[src/rtl/ctrl_cmd_driver_pkg.sv]
// Shared definitions for the DDR2 controller command driver:
// command encoding, driver FSM states, FIFO payload layout and beat helper.
package ctrl_cmd_driver_pkg;

    localparam int unsigned TXN_ADDR_W = 25;
    localparam int unsigned TXN_DATA_W = 16;
    localparam int unsigned BEAT_W     = 6;

    typedef enum logic [2:0] {
        CMD_NOP  = 3'd0,
        CMD_SCR  = 3'd1,
        CMD_SCW  = 3'd2,
        CMD_BLR  = 3'd3,
        CMD_BLW  = 3'd4,
        CMD_ATR  = 3'd5,
        CMD_ATW  = 3'd6,
        CMD_NOP7 = 3'd7
    } cmd_e;

    typedef enum logic [1:0] {
        ST_IDLE   = 2'd0,
        ST_ISSUE  = 2'd1,
        ST_BLK_WR = 2'd2
    } drv_state_e;

    typedef struct packed {
        cmd_e                  cmd;
        logic [1:0]            sz;
        logic [2:0]            op;
        logic [TXN_ADDR_W-1:0] addr;
        logic [TXN_DATA_W-1:0] data;
    } txn_t;

    // Block-write length in data words: 8, 16, 24 or 32.
    function automatic logic [BEAT_W-1:0] sz_to_beats(input logic [1:0] sz);
        return BEAT_W'((32'(sz) + 32'd1) << 3);
    endfunction

endpackage

[src/rtl/ctrl_cmd_driver_cmd_fifo.sv]
// Synchronous FIFO, power-of-two depth, head visible on rdata_o.
// Ports: push_i/wdata_i write side, pop_i/rdata_o read side,
//        full_o/empty_o/count_o registered occupancy status.
module cmd_fifo #(
    parameter int unsigned WIDTH = 8,
    parameter int unsigned DEPTH = 4,
    localparam int unsigned CNT_W = $clog2(DEPTH) + 1
) (
    input  logic             clk,
    input  logic             rst_n,
    input  logic             push_i,
    input  logic             pop_i,
    input  logic [WIDTH-1:0] wdata_i,
    output logic [WIDTH-1:0] rdata_o,
    output logic             full_o,
    output logic             empty_o,
    output logic [CNT_W-1:0] count_o
);

    localparam int unsigned PTR_W = (DEPTH > 1) ? $clog2(DEPTH) : 1;

    logic [WIDTH-1:0] mem_q [DEPTH];
    logic [PTR_W-1:0] wr_ptr_q, rd_ptr_q;
    logic [CNT_W-1:0] count_q, count_d;
    logic             full_q, empty_q;
    logic             push_ok, pop_ok;

    assign push_ok = push_i && (count_q != CNT_W'(DEPTH));
    assign pop_ok  = pop_i && (count_q != '0);
    assign count_d = count_q + CNT_W'(push_ok) - CNT_W'(pop_ok);

    // Pointers wrap naturally because DEPTH is a power of two.
    always_ff @(posedge clk or negedge rst_n) begin
        if (!rst_n) begin
            wr_ptr_q <= '0;
            rd_ptr_q <= '0;
            count_q  <= '0;
            full_q   <= 1'b0;
            empty_q  <= 1'b1;
        end else begin
            if (push_ok) wr_ptr_q <= wr_ptr_q + PTR_W'(1);
            if (pop_ok)  rd_ptr_q <= rd_ptr_q + PTR_W'(1);
            count_q <= count_d;
            full_q  <= (count_d == CNT_W'(DEPTH));
            empty_q <= (count_d == '0);
        end
    end

    // Storage needs no reset; validity is tracked by the pointers.
    always_ff @(posedge clk) begin
        if (push_ok) mem_q[wr_ptr_q] <= wdata_i;
    end

    assign rdata_o = mem_q[rd_ptr_q];
    assign full_o  = full_q;
    assign empty_o = empty_q;
    assign count_o = count_q;

endmodule

[src/rtl/ctrl_cmd_driver.sv]
// Command-bus driver: buffers transactions and issues them one per cycle to
// the DDR2 controller, then streams block-write words while it fetches.
// Ports: txn_* valid/ready intake, wr_* block-write data stream,
//        notfull/fetching controller flow control, cmd/sz/op/addr/din bus,
//        busy (work pending), underrun (sticky missing-data flag).
module ctrl_cmd_driver
    import ctrl_cmd_driver_pkg::*;
#(
    parameter int unsigned FIFO_DEPTH = 4,
    parameter int unsigned ADDR_W     = TXN_ADDR_W,
    parameter int unsigned DATA_W     = TXN_DATA_W
) (
    input  logic              clk,
    input  logic              rst_n,
    input  logic              txn_valid,
    output logic              txn_ready,
    input  logic [2:0]        txn_cmd,
    input  logic [1:0]        txn_sz,
    input  logic [2:0]        txn_op,
    input  logic [ADDR_W-1:0] txn_addr,
    input  logic [DATA_W-1:0] txn_data,
    input  logic              wr_valid,
    output logic              wr_ready,
    input  logic [DATA_W-1:0] wr_data,
    input  logic              notfull,
    input  logic              fetching,
    output logic [2:0]        cmd,
    output logic [1:0]        sz,
    output logic [2:0]        op,
    output logic [ADDR_W-1:0] addr,
    output logic [DATA_W-1:0] din,
    output logic              busy,
    output logic              underrun
);

    localparam int unsigned CNT_W = $clog2(FIFO_DEPTH) + 1;
    localparam int unsigned TXN_W = $bits(txn_t);

    drv_state_e        state_q, state_d;
    logic [BEAT_W-1:0] beats_q, beats_d;
    logic              push_c, pop_c;
    txn_t              push_txn, head_txn;
    logic [TXN_W-1:0]  head_bits;
    logic              fifo_full, fifo_empty;
    logic [CNT_W-1:0]  fifo_count, count_next;

    logic [2:0]        cmd_q, cmd_d;
    logic [1:0]        sz_q, sz_d;
    logic [2:0]        op_q, op_d;
    logic [ADDR_W-1:0] addr_q, addr_d;
    logic [DATA_W-1:0] din_q, din_d;
    logic              busy_q, busy_d;
    logic              underrun_q, underrun_d;
    logic              txn_ready_q, txn_ready_d;
    logic              wr_ready_c;
    logic [DATA_W-1:0] blk_din_c;

    // NOP encodings complete the handshake but never enter the FIFO.
    assign push_c = txn_valid && txn_ready_q && !fifo_full &&
                    (txn_cmd != CMD_NOP) && (txn_cmd != CMD_NOP7);

    always_comb begin
        push_txn      = '0;
        push_txn.cmd  = cmd_e'(txn_cmd);
        push_txn.sz   = txn_sz;
        push_txn.op   = txn_op;
        push_txn.addr = TXN_ADDR_W'(txn_addr);
        push_txn.data = TXN_DATA_W'(txn_data);
    end

    cmd_fifo #(
        .WIDTH (TXN_W),
        .DEPTH (FIFO_DEPTH)
    ) u_fifo (
        .clk     (clk),
        .rst_n   (rst_n),
        .push_i  (push_c),
        .pop_i   (pop_c),
        .wdata_i (push_txn),
        .rdata_o (head_bits),
        .full_o  (fifo_full),
        .empty_o (fifo_empty),
        .count_o (fifo_count)
    );

    assign head_txn   = txn_t'(head_bits);
    assign count_next = fifo_count + CNT_W'(push_c) - CNT_W'(pop_c);

    // State register.
    always_ff @(posedge clk or negedge rst_n) begin
        if (!rst_n) begin
            state_q <= ST_IDLE;
            beats_q <= '0;
        end else begin
            state_q <= state_d;
            beats_q <= beats_d;
        end
    end

    // Next state and pop decision; the FIFO is never popped during BLK_WR.
    always_comb begin
        state_d = state_q;
        beats_d = beats_q;
        pop_c   = 1'b0;
        case (state_q)
            ST_IDLE: begin
                if (!fifo_empty && notfull) begin
                    pop_c   = 1'b1;
                    state_d = ST_ISSUE;
                end
            end
            ST_ISSUE: begin
                if (cmd_q == CMD_BLW) begin
                    beats_d = sz_to_beats(sz_q);
                    state_d = ST_BLK_WR;
                end else if (!fifo_empty && notfull) begin
                    pop_c = 1'b1;
                end else begin
                    state_d = ST_IDLE;
                end
            end
            ST_BLK_WR: begin
                // Every fetch consumes a beat, even without data behind it.
                if (fetching) begin
                    beats_d = beats_q - BEAT_W'(1);
                    if (beats_q == BEAT_W'(1)) state_d = ST_IDLE;
                end
            end
            default: state_d = ST_IDLE;
        endcase
    end

    // Output logic: bus values for the next cycle plus the data stream path.
    always_comb begin
        cmd_d       = '0;
        sz_d        = '0;
        op_d        = '0;
        addr_d      = '0;
        din_d       = '0;
        underrun_d  = underrun_q;
        wr_ready_c  = 1'b0;
        blk_din_c   = '0;
        if (pop_c) begin
            cmd_d  = head_txn.cmd;
            sz_d   = head_txn.sz;
            op_d   = head_txn.op;
            addr_d = ADDR_W'(head_txn.addr);
            if (head_txn.cmd inside {CMD_SCW, CMD_ATR, CMD_ATW})
                din_d = DATA_W'(head_txn.data);
        end
        if (state_q == ST_BLK_WR) begin
            wr_ready_c = fetching;
            if (fetching && wr_valid) blk_din_c = wr_data;
            if (fetching && !wr_valid) underrun_d = 1'b1;
        end
        busy_d      = (count_next != '0) || (state_d != ST_IDLE);
        txn_ready_d = (count_next != CNT_W'(FIFO_DEPTH));
    end

    always_ff @(posedge clk or negedge rst_n) begin
        if (!rst_n) begin
            cmd_q       <= '0;
            sz_q        <= '0;
            op_q        <= '0;
            addr_q      <= '0;
            din_q       <= '0;
            busy_q      <= 1'b0;
            underrun_q  <= 1'b0;
            txn_ready_q <= 1'b0;
        end else begin
            cmd_q       <= cmd_d;
            sz_q        <= sz_d;
            op_q        <= op_d;
            addr_q      <= addr_d;
            din_q       <= din_d;
            busy_q      <= busy_d;
            underrun_q  <= underrun_d;
            txn_ready_q <= txn_ready_d;
        end
    end

    // Write words pass straight through so the controller samples the word
    // in the same cycle it asserts fetching; the source advances on wr_ready.
    assign wr_ready  = wr_ready_c;
    assign din       = (state_q == ST_BLK_WR) ? blk_din_c : din_q;
    assign cmd       = cmd_q;
    assign sz        = sz_q;
    assign op        = op_q;
    assign addr      = addr_q;
    assign busy      = busy_q;
    assign underrun  = underrun_q;
    assign txn_ready = txn_ready_q;

endmodule

[config.mk]
export PLATFORM = sky130hd
export DESIGN_NAME = ctrl_cmd_driver
export DESIGN_NICKNAME = d
export VERILOG_FILES = /design/src/rtl/ctrl_cmd_driver_pkg.sv /design/src/rtl/ctrl_cmd_driver_cmd_fifo.sv /design/src/rtl/ctrl_cmd_driver.sv
export SDC_FILE = /design/constraint.sdc
export NUM_CORES = 1
export LEC_CHECK = 0
export BUFFER_PORTS_ARGS = -buffer_cell sky130_fd_sc_hd__buf_2
export CORE_UTILIZATION = 24
export CTS_CLUSTER_SIZE = 12
export DETAILED_ROUTE_END_ITERATION = 8
export HOLD_SLACK_MARGIN = 0.05
export SLEW_MARGIN = 0
export SYNTH_ARGS = -nofsm -noshare
export SYNTH_HDL_FRONTEND = slang
export SYNTH_SLANG_ARGS = --single-unit
export TNS_END_PERCENT = 5
[constraint.sdc]
create_clock -name clk -period 6.3 [get_ports clk]
set_input_delay 0.315 -clock clk [delete_from_list [all_inputs] [get_ports clk]]
set_output_delay 0.315 -clock clk [all_outputs]
set_load 0.02 [all_outputs]
; ---- Word-level counts from Yosys, hierarchy flattened
; Memory sizes are Yosys's and may differ from the RTL's.
; Index checks and enable logic that the tools add are counted.
[word_totals]
ff_bits = 69
ram_bits = 196
in_bits = 71
output_inout_bits = 53
wordCells = 83
mem_count = 1
[memory_table]
columns = memory, depth, width, rd, rd_ports_with_merged_regs, wr, line
row1 = u_fifo.mem_q, 4, 49, 1, 0, 1, ctrl_cmd_driver_cmd_fifo.sv:22  ; logic [WIDTH-1:0] mem_q [DEPTH];
[op_classes]
add_sub_neg = 8
n_eq_ne = 13
mux = 23
n_reduce_logical = 23
[op_table]
columns = cell, count
row1 = 2-to-1 mux 16 bit, 4
row2 = 2-to-1 mux 25 bit, 1
row3 = "equality test 3 bit, second input constant", 4
row4 = 2-to-1 mux 2 bit, 6
row5 = 2-to-1 mux 6 bit, 2
row6 = one-hot mux 6 bit (2 select lines), 1
row7 = nonzero test 3 bit, 4
row8 = logical AND 1 bit, 9
row9 = "!= test 3 bit, second input constant", 3
row10 = adder 3 x 1 -> 3 bit, 2
row11 = "equality test 6 x 1 -> 1 bit, second input constant", 1
row12 = 2-to-1 mux 3 bit, 2
row13 = one-hot mux 2 bit (3 select lines), 1
row14 = subtractor 3 x 1 -> 3 bit, 2
row15 = "subtractor 6 x 1 -> 6 bit, second input constant", 1
row16 = 2-to-1 mux 1 bit, 5
row17 = "adder 2 x 1 -> 2 bit, second input constant", 2
row18 = "!= test 2 bit, second input constant", 2
row19 = nonzero test 2 bit, 2
row20 = "adder 2 x 1 -> 3 bit, second input constant", 1
row21 = "equality test 3 x 2 -> 1 bit, second input constant", 1
row22 = logical NOT 1 bit, 3
row23 = logical NOT 3 bit, 1
row24 = AND reduction 3 bit, 1
row25 = 6 further kinds, 6

; ---- Longest topological paths before layout
[logic_depth]
depth_word = 8
mapped_depth = 11
mapped_depth_nobuf = 10

; ---- Cells and area by module
; Synthesis repeated with hierarchy kept, for this count alone.
[unflattened]
hier_cells = 495
area_unflattened_um2 = 10035.9
[modules_own_cells]
columns = mod, n_inst, cells_each, area_per_inst_um2, seq_area_each_um2
row1 = cmd_fifo, 1, 299, 7612.3, 6112.1
row2 = ctrl_cmd_driver, 1, 196, 2423.6, 1501.4

; ---- Worst setup path before layout
; No wires, ideal clock.
[synth_path]
path_type = reg-to-reg
startpoint = register txn_ready_q, in the netlist txn_ready
endpoint = memory u_fifo.mem_q[0][0] (netlist name) (enable)
setup_ns = 0.412
arrival_ns = 2.482
setup_slack_ns = 3.406
path_stages_with_launch = 5
n_path_buf = 0
path_cell_list = dfrtp_1 nand2_1 or3_1 a311oi_2 and2_1
[synth_via]
elab_chain_cells = 7
[synth_rtl]
columns = element, line
row1 = start: declaration, ctrl_cmd_driver.sv:54  ; logic txn_ready_q, txn_ready_d;
row2 = start signal: assignment, ctrl_cmd_driver.sv:178  ; txn_ready_q <= txn_ready_d;
row3 = logical AND 1 bit (3 in series), ctrl_cmd_driver.sv:59  ; assign push_c = txn_valid && txn_ready_q && !fifo_full &&
row4 = logical AND 1 bit, ctrl_cmd_driver.sv:60  ; (txn_cmd != CMD_NOP) && (txn_cmd != CMD_NOP7);
row5 = logical AND 1 bit, ctrl_cmd_driver_cmd_fifo.sv:28  ; assign push_ok = push_i && (count_q != CNT_W'(DEPTH));
row6 = named net u_fifo.push_ok, ctrl_cmd_driver_cmd_fifo.sv:26  ; logic push_ok, pop_ok;
row7 = 2-to-1 mux 1 bit, ctrl_cmd_driver_cmd_fifo.sv:51  ; if (push_ok) mem_q[wr_ptr_q] <= wdata_i;
row8 = 2-to-1 mux 1 bit (implied by the code), ctrl_cmd_driver_cmd_fifo.sv:51
row9 = end: declaration, ctrl_cmd_driver_cmd_fifo.sv:22
; The timed path passes the listed nets, and every way through them passes these cells.

; ---- Worst setup path after layout
[layout_path]
startpoint = register state_q[0]
endpoint = register busy_q, in the netlist busy
[layout_via]
elab_chain_cells = 5
word_cells_on_any_way = 14
classes_between = add/sub: 1 / eq/ne: 2 / mux: 7 / reduce/logical: 4
[layout_rtl]
columns = element, line
row1 = start: declaration, ctrl_cmd_driver.sv:39  ; drv_state_e state_q, state_d;
row2 = start signal: assignment, ctrl_cmd_driver.sv:95  ; state_q <= state_d;
row3 = "equality test 2 x 1 -> 1 bit, or another cell as far along", ctrl_cmd_driver.sv:105  ; case (state_q)
row4 = "one-hot mux 1 bit (2 select lines), or another cell as far along", ctrl_cmd_driver.sv:105
row5 = subtractor 3 x 1 -> 3 bit or one-hot mux 2 bit (3 select lines) (tied branches), "ctrl_cmd_driver.sv:87, ctrl_cmd_driver.sv:105"
row6 = nonzero test 3 bit or nonzero test 2 bit (tied branches), ctrl_cmd_driver.sv:156  ; busy_d = (count_next != '0) || (state_d != ST_IDLE);
row7 = logical OR 1 bit (*), ctrl_cmd_driver.sv:156
row8 = named net busy_d, ctrl_cmd_driver.sv:52  ; logic busy_q, busy_d;
row9 = end signal: assignment, ctrl_cmd_driver.sv:176  ; busy_q <= busy_d;
row10 = end: declaration, ctrl_cmd_driver.sv:52
; The timed path passes the listed nets; every way through them passes the cells marked *.
; A chain may end at the register's enable or synchronous reset.

==> results.json <==
{
  "pwr-share-clk_pct": 30.3,
  "internal_power_uw": 3970,
  "clock_path_buffers": 3,
  "p_leak_uw": 0.00473,
  "synth_ff_type": "edfxtp_1",
  "cts.sinks": 265,
  "yosys.area.top_type_share_pct": 59.3,
  "first_pass_iters": 6,
  "multi_input_area_um2": 2160,
  "fmax_mhz": 304,
  "hold_viol_final": 0,
  "syn_area_um2": 9920,
  "ant_nets": 0,
  "fp.dieW_um": 205,
  "peakVddDrop_v": 0.000193,
  "ys_ff_latch": 265,
  "cts_tree": "done",
  "grt_overflow": 0,
  "worst-endpoint-required_ns": 6.70,
  "maxCapViolCount": 0,
  "syn_to_final_growth_pct": 27.1,
  "finalWorstSetupSlack_ns": 3.01,
  "seqCellArea_um2": 7620,
  "numPortBuffers": 123,
  "setup_violations": 0,
  "dp_hpwl_um": 12600,
  "period_share_pct": 52.2,
  "ys_seq_area_share_pct": 76.8,
  "synthArstFlopShare_pct": 26.0,
  "drtIter0Drc": 240,
  "drive_above_1_share_pct": 32.2,
  "cts.repair.resized": 0,
  "wl_per_cell_um": 16.9,
  "synth_edf_count": 196,
  "crit_fanout": 35,
  "finalInstanceArea_um2": 12600,
  "cts_buffers": 29,
  "cts_setup_buffers": 0,
  "via_per_inst": 3.96,
  "rsz0062_at_grt": "no",
  "syn_nets": 572,
  "coreArea_um2": 40800,
  "drv_slew": 0,
  "pin_count": 124,
  "nets": 760,
  "switchingPower_uw": 1650,
  "grt_pass1_wl_um": 31200,
  "synthCells": 488,
  "whs_ns": 0.174,
  "synthTopCellsByCount": "196 x edfxtp_1, 68 x dfrtp_1, 53 x and2_1",
  "path_class": "register to register",
  "synth_area_leader_cell": "edfxtp_1",
  "fin_skew_ns": 0.0171,
  "grt_pass1_vias": 5105,
  "dpl_cell_area_um2": 11100,
  "start_util_pct": 24.3,
  "clkLatencyLatePin_ns": 0.54,
  "preCtsSetupSlack_ns": 2.84,
  "crit_path_end_kind": "register",
  "power.density_nw_per_um2": 446,
  "vias": 4873,
  "wl_um": 20800,
  "die_h_um": 205,
  "synth_warnings": 0,
  "status": "completed",
  "p_comb_share_pct": 26.4,
  "drc": 0,
  "grt_util_all_layers_pct": 9.80,
  "antenna_found_initial": 3,
  "max-slew-margin-rel_pct": 30.7,
  "p_seq_share_pct": 43.3,
  "synthTopCellsByArea": "edfxtp_1 59%, dfrtp_1 17%, mux4_2 11%",
  "place.gp.congestion": 0.662,
  "yosysMostFrequentCell": "edfxtp_1",
  "syn_area_per_cell_um2": 20.3,
  "period_minus_slack_ns": 3.29,
  "worst_pin_slew_ns": 1.04,
  "swShare_pct": 29.3,
  "cts_max_level": 1,
  "final.setup.tns_ns": 0,
  "start_kind": "register",
  "ys_types": 40,
  "clk_pin_slew_ns": 0.06,
  "die_area_um2": 42100,
  "row_count": 74,
  "post-route-util_pct": 30.9,
  "cts-root-buf": "clkbuf_16",
  "critPathArrivalTime_ns": 3.69,
  "n_fill_cell": 3990,
  "hold_path_class": "input pin to register",
  "grt_max_degree": 70
}
[what timing repair did]
item / 4_1_cts / 5_1_grt
setup endpoints to repair: 0 / 0
hold buffers: 51 / 0
hold endpoints to repair: 265 / 0
[sequential cells by signal (all words and copies together) (netlist names)]
name / count
txn_ready: 1
u_fifo.full_o: 1
sz: 2
addr: 25
cmd: 3
busy: 1
din_q: 16
u_fifo.count_o: 3
u_fifo.wr_ptr_q: 2
beats_q: 6
u_fifo.rd_ptr_q: 2
op: 3
u_fifo.empty_o: 1
state_q: 2
underrun: 1
u_fifo.mem_q: 196
[per-layer routing]
metal	share of wire (%)	global-route usage, %
met4	2.2	2.43
met5	0	0
met2	47	16.0
met3	4.7	2.31
met1	46	13.1
[worst max-delay path, stage by stage (launching register included)]
cell and delay, ns:
dfrtp_1 0.40, nand4bb_1 0.17, nand3_1 0.25, inv_1 0.83
ha_1 0.39, inv_1 0.06, ha_1 0.15, fa_1 0.40
nor2_1 0.14, nand2_1 0.06, or3_1 0.32
[power groups by stage]
stage / Sequential (uW) / Combinational (uW) / Clock (uW)
floorplan: 2500 / 989 / 0
global placement: 2470 / 1480 / 0
detailed placement: 2480 / 1500 / 0
CTS: 2450 / 1530 / 1740
global route: 2480 / 1620 / 1810
finish: 2430 / 1480 / 1700
[metrics by stage]
stage / std cells / total power, uW
after CTS: 1228 / 5720
after floorplan: 488 / 3490
final: 1231 / 5620
after detailed placement: 1126 / 3980
after global placement: 1126 / 3950
after global routing: 1230 / 5910
[area by class of cell]
cell class / count / share of cell area, %
Clock inverter: 8 / 1.15
Tap cell: 532 / 5.28
Multi-Input combinational cell: 190 / 17.2
Clock buffer: 43 / 6.41
Timing Repair Buffer: 176 / 9.07
Antenna cell: 3 / 0.0596
Inverter: 14 / 0.417
Sequential cell: 265 / 60.4
[path summary, 6_finish.rpt]
path                                  from                  to  slack, ns  cells after the start
worst max-delay path            state_q[0]                busy       3.01                     10
worst min-delay path              fetching          beats_q[2]       0.17                      4
worst max register to register  state_q[0]                busy       3.01                     10
worst min register to register    underrun            underrun       0.47                      1
max in group asynchronous            rst_n  u_fifo.rd_ptr_q[0]       5.08                      2
min in group asynchronous            rst_n            addr[14]       0.48                      2
[layout by cell type, fill, tap and decap left out, types with 4 or more instances in the layout]
cell,count
edfxtp_1,196
nor2_1,7
dlygate4sd3_1,51
dfrtp_1,66
bufinv_16,4
clkbuf_1,11
xnor2_1,4
and2_1,49
buf_2,122
a22o_1,17
nand2_1,5
clkbuf_16,29
ha_1,11
nor3_1,4
inv_1,14
mux4_2,49
and2_4,4
[cell families after synthesis]
| group | after synthesis | synth area share (%) |
|---|---|---|
| flip-flops | 265 | 76.8 |
| AND/OR/NAND/NOR | 87 | 5.39 |
| multiplexers | 51 | 11.3 |
| buffers and inverters | 33 | 1.51 |
| AO/OA/AOI/OAI | 32 | 2.59 |
| adder cells (fa/ha/maj) | 13 | 1.79 |
| XOR/XNOR | 7 | 0.618 |
No activity file was read; power rests on OpenSTA's default activity.
